===== src/rtl/wheel_speed_meter_pkg.sv =====
// rtl/wheel_speed_meter_pkg.sv - shared speed-bus widths, limits and clock constants
package wheel_speed_meter_pkg;

   localparam int SPEED_W             = 16;
   localparam int SPEED_MAX_DEF       = 99;
   localparam int CLK_HZ              = 50_000_000;
   localparam int GATE_CYCLES_DEF     = CLK_HZ;
   localparam int DEBOUNCE_CYCLES_DEF = 1_000;

   localparam logic [SPEED_W-1:0] CNT_SAT = '1;

   // Clamp a wide scaled count to the display ceiling.
   function automatic logic [SPEED_W-1:0] saturate_speed(input logic [31:0] prod, input int max_val);
      return (prod > 32'(max_val)) ? SPEED_W'(max_val) : prod[SPEED_W-1:0];
   endfunction

endpackage


===== src/rtl/wheel_speed_meter_pulse_debouncer.sv =====
// rtl/wheel_speed_meter_pulse_debouncer.sv - 2-flop sync, hold-time debounce and rising-edge strobe
module pulse_debouncer
   import wheel_speed_meter_pkg::*;
#(
   parameter int DEBOUNCE_CYCLES = DEBOUNCE_CYCLES_DEF
) (
   input  logic clk,
   input  logic rst,
   input  logic din,
   output logic level,
   output logic rise
);

   localparam int CW = $clog2(DEBOUNCE_CYCLES + 1);

   logic          sync1_q, sync2_q;
   logic          level_q, rise_q;
   logic [CW-1:0] cnt_q, cnt_d;
   logic          flip;

   // The level only moves once the synced input has disagreed for the full hold time.
   assign flip = (sync2_q != level_q) && (cnt_q == CW'(DEBOUNCE_CYCLES - 1));

   always_comb begin
      cnt_d = cnt_q + 1'b1;
      if ((sync2_q == level_q) || flip) begin
         cnt_d = '0;
      end
   end

   always_ff @(posedge clk or negedge rst) begin
      if (!rst) begin
         sync1_q <= 1'b0;
         sync2_q <= 1'b0;
         level_q <= 1'b0;
         rise_q  <= 1'b0;
         cnt_q   <= '0;
      end else begin
         sync1_q <= din;
         sync2_q <= sync1_q;
         cnt_q   <= cnt_d;
         rise_q  <= flip && sync2_q;
         if (flip) begin
            level_q <= sync2_q;
         end
      end
   end

   assign level = level_q;
   assign rise  = rise_q;

endmodule


===== src/rtl/wheel_speed_meter.sv =====
// rtl/wheel_speed_meter.sv - wheel pulse rate over a gate window, scaled and saturated onto the speed bus
module wheel_speed_meter
   import wheel_speed_meter_pkg::*;
#(
   parameter int GATE_CYCLES     = GATE_CYCLES_DEF,
   parameter int DEBOUNCE_CYCLES = DEBOUNCE_CYCLES_DEF,
   parameter int MULT            = 1,
   parameter int SPEED_MAX       = SPEED_MAX_DEF
) (
   input  logic               clk,
   input  logic               rst,
   input  logic               en,
   input  logic               wheel_pulse,
   output logic [SPEED_W-1:0] speed,
   output logic               speed_valid,
   output logic               overflow
);

   localparam int TW = $clog2(GATE_CYCLES + 1);

   logic               deb_level_unused;
   logic               rise;
   logic [TW-1:0]      timer_q;
   logic [SPEED_W-1:0] cnt_q, cnt_d;
   logic [SPEED_W-1:0] speed_q;
   logic               valid_q, overflow_q;
   logic               latch;
   logic [SPEED_W:0]   tot;
   logic [31:0]        prod;

   pulse_debouncer #(
      .DEBOUNCE_CYCLES(DEBOUNCE_CYCLES)
   ) u_debouncer (
      .clk  (clk),
      .rst  (rst),
      .din  (wheel_pulse),
      .level(deb_level_unused),
      .rise (rise)
   );

   assign latch = (timer_q == TW'(GATE_CYCLES - 1));
   // A rise landing in the latch cycle still belongs to the closing window.
   assign tot   = {1'b0, cnt_q} + (SPEED_W + 1)'(rise);
   assign prod  = 32'(tot) * 32'(MULT);

   always_comb begin
      cnt_d = cnt_q;
      if (rise && (cnt_q != CNT_SAT)) begin
         cnt_d = cnt_q + 1'b1;
      end
   end

   always_ff @(posedge clk or negedge rst) begin
      if (!rst) begin
         timer_q    <= '0;
         cnt_q      <= '0;
         speed_q    <= '0;
         valid_q    <= 1'b0;
         overflow_q <= 1'b0;
      end else if (!en) begin
         timer_q    <= '0;
         cnt_q      <= '0;
         speed_q    <= '0;
         valid_q    <= 1'b0;
         overflow_q <= 1'b0;
      end else begin
         valid_q <= latch;
         if (latch) begin
            timer_q    <= '0;
            cnt_q      <= '0;
            speed_q    <= saturate_speed(prod, SPEED_MAX);
            overflow_q <= (prod > 32'(SPEED_MAX));
         end else begin
            timer_q <= timer_q + 1'b1;
            cnt_q   <= cnt_d;
         end
      end
   end

   assign speed       = speed_q;
   assign speed_valid = valid_q;
   assign overflow    = overflow_q;

endmodule


===== config.mk =====
export PLATFORM = sky130hd
export DESIGN_NAME = wheel_speed_meter
export DESIGN_NICKNAME = d
export VERILOG_FILES = /design/src/rtl/wheel_speed_meter_pkg.sv /design/src/rtl/wheel_speed_meter_pulse_debouncer.sv /design/src/rtl/wheel_speed_meter.sv
export SDC_FILE = /design/constraint.sdc
export NUM_CORES = 1
export LEC_CHECK = 0
export ABC_AREA = 0
export CORE_UTILIZATION = 50
export DETAILED_ROUTE_END_ITERATION = 10
export GPL_ROUTABILITY_DRIVEN = 1
export GPL_TIMING_DRIVEN = 0
export PLACE_DENSITY = 0.77
export SLEW_MARGIN = 40
export SYNTH_ARGS = -nofsm -noshare
export SYNTH_HDL_FRONTEND = slang
export SYNTH_SLANG_ARGS = --single-unit

===== constraint.sdc =====
create_clock -name clk -period 2.9 [get_ports clk]
set_input_delay 0.725 -clock clk [delete_from_list [all_inputs] [get_ports clk]]
set_output_delay 0.725 -clock clk [all_outputs]
set_load 0.1 [all_outputs]

==> summary.txt <==
Synthesis
  • Mean post-synth cell area: approximately 9.9 µm²
  • Primary FF master, synth: dfrtp_1
  • Synth area leaders: dfrtp_1 (51%), xor2_1 (6.7%), nor2_1 (6.1%)
  • Mapped Area: 0.00364 mm²
  • Area leader, netlist: dfrtp_1
  • Sequential fraction of the synthesis area: 50.9%
  • Yosys top cell area share: approximately 51%
  • Yosys warnings: 0
  • #FFs+latches synth: 74
  • Asr flop ratio synth: 100%
  • Syn Nets: around 380
  • Synth Instances: 369
  • Library cells used by synthesis: 42
  • Post-synth EDFFs: 0

Clock network
  • Clock latency on the worst-skew pair: 0.35 ns
  • CTS Buf Count: 9
  • Max clock buf depth: 2
  • Resized Gates After CTS: 0
  • Post-CTS Setup Inserts: 0
  • Post-CTS Hold Fix Bufs: 0
  • CTS tree: yes
  • H-tree level count: 3
  • Clk sinks: 74
  • Root buffer cell: clkbuf_8
  • CTS clk-pin slew, worst paths: 0.08 ns

Timing
  • Fin crit share: 81.3%
  • Final min period: 2.36 ns
  • Hold Slack: 0.229 ns
  • Slew HR: a little over half
  • RSZ-0062 raised after global routing: false
  • Worst Max-Slew Pin Slew: 0.708 ns
  • Slew Viols, Final: 0
  • Skew final: 0.00829 ns
  • Setup_tns: 0 ns
  • Setup violations, final: 0
  • F_max: 0.424 GHz
  • Final Hold Viols: 0

Power and ir drop
  • Worst vdd ir: 250 µV
  • Power Density: about 470 mW/mm²
  • Leakage: 1.83 nW

GRT
  • GR peak layer: met2
  • Met3 Usage GRT: around 4.8%
  • First-pass GRT wire length: 11600 µm
  • Antenna violations before repair: 0
  • Overflow after GRT: 0
  • Largest net degree at the start of global routing: 49
  • Met1 Track Usage GR: 27.6%
  • Total GRT Usage: roughly a fifth
  • Number of global-route vias before repair: 2506
  • Grt met2 use: 30.0%

Critical path
  • Crit path largest cell delay: 0.45 ns
  • Critical path class: reg -> reg
  • Top cell family by delay on the critical path: compound AO/OA/AOI/OAI gates
  • Worst setup EP type: register
  • Worst path required time: 3.11 ns
  • CP max-delay cell: dfrtp_1
  • CP max FO: 8
  • WP buf/inv: 0
  • CP Cell Sequence: ha_1 > nand2_1 > mux2_2 > o32ai_1 > o311ai_0 > nor4_4 > a31oi_1
  • CP arrival: 2.57 ns
  • Crit path depth: 7
  • R2R cell count: 7
  • Startpoint types: register

Detailed routing
  • ANT nets after route: 0
  • Initial DRC Count: 159
  • Routed via count: 2705
  • Final WL: a little under 7000 µm
  • Vias per cell: 5.38
  • DRC: 0
  • First-pass iteration count of the detailed router: 6
  • Routed len/inst: 13.7 µm

Placement
  • Placed Area: 0.00391 mm²
  • Placed Cells: 487
  • GPL Wtd Cong: 0.849
  • Final HPWL DP: 4720 µm
  • Port Buf Inserts: 21

Floorplanning
  • Die height: 87.3 µm
  • Cell Rows: 30
  • Die width: 87.3 µm
  • Full die area: approximately 0.0076 mm²
  • Initial Utilization: a little over half
  • Area of the core: 0.00691 mm²
  • I/O pin total: 22

Cells and area
  • Final core occ: a little under 60%
  • Final-layout fill cell count: approximately 600
  • Design area: 0.00411 mm²
  • Antenna cells: 0
  • Share of cells above drive strength 1: a little over an eighth
  • Fin nets: between 400 and 500
  • Area Growth Syn to Fin: 13.0%
  • Final Non-Filler Cells: slightly above 500

Worst hold path
  • Worst hold path class: in -> async

Run
  • Max-Cap Viols: 0

Outcome
  • Status: finished, final reports clean
[cell families (layout without fill, tap and decap cells)]
group                      after synthesis  in the layout  synth area share [%]
adders and majority gates                5              5                  1.72
buffers and inverters                   23             61                  2.75
muxes                                    4              4                  1.20
AOI/OAI and AO/OA                       35             35                  5.82
DFF                                     74             74                  50.9
xor gates and xnor gates                49             49                  11.8
and+or+nand+nor                        179            179                  25.8
[layer usage]
layer  wire (µm)  up-vias
li1            -     1343
met4         127        0
met2        3100       64
met1        3360     1284
met3         306       14
met5           0        -
[registers in the layout (all words and copies together), names as in the netlist]
signal	cells
u_debouncer.level	1
u_debouncer.rise	1
speed_valid	1
u_debouncer.cnt_q	10
cnt_q	16
overflow	1
u_debouncer.sync1_q	1
speed	16
timer_q	26
u_debouncer.sync2_q	1
[report_power, final]
group,leakage [nW],switching [mW],total (mW),internal (mW)
sequential,1.02,0.00753,1.05,1.04
clock,0.0986,0.376,0.819,0.443
combinational,0.702,0.0431,0.0603,0.0171
total,1.83,0.427,1.93,1.50
[synth_stat cells (all sizes together) (4+ instances only)]
library cell   n
buf            6
or3           11
xor2          28
and4           5
inv            6
dfrtp         74
nor2          59
nor3          12
nor4           7
nand2         18
clkbuf        11
nand4         14
a21oi         10
and2          11
and3           7
ha             5
nand3         25
xnor2         21
o21ai         13
a31oi          4
[path summary, 6_finish.rpt]
kind	startpoint	to	slack, ns
max in group asynchronous	rst	speed[4]	2.16
worst max register to register	cnt_q[0]	speed[6]	0.54
worst min-delay path	rst	speed[11]	0.23
worst max-delay path	cnt_q[0]	speed[6]	0.54
worst min register to register	u_debouncer.sync1_q	u_debouncer.sync2_q	0.35
min in group clk	u_debouncer.sync1_q	u_debouncer.sync2_q	0.35
[area by class of cell]
class / count / area, µm² / area share, %
flip-flops and latches: 74 / 1850 / 45.1
multi-input cells: 272 / 1680 / 41.0
clock buffers: 12 / 155 / 3.77
repair buffers: 22 / 149 / 3.62
well taps: 96 / 120 / 2.92
plain buffers: 17 / 77.6 / 1.89
clock inverters: 4 / 50.0 / 1.22
inverters: 6 / 22.5 / 0.548
[per-stage QoR]
stage	power, mW	setup slack [ns]
finish	1.93	0.544
global route	2.00	0.365
CTS	1.95	0.563
detailed placement	1.13	0.492
global placement	1.12	-1.38
floorplan	1.09	0.812
[placed cells by master, fill, tap and decap left out, types with 11 or more instances in the layout]
cell      instances
buf_2            22
o21ai_0          12
xor2_1           28
dfrtp_1          74
clkbuf_1         11
nor2_1           59
clkbuf_8         11
nand3_1          25
nor3_1           12
nand2_1          18
xnor2_1          21
nand4_1          13
Power figures use the tool's default switching activity.
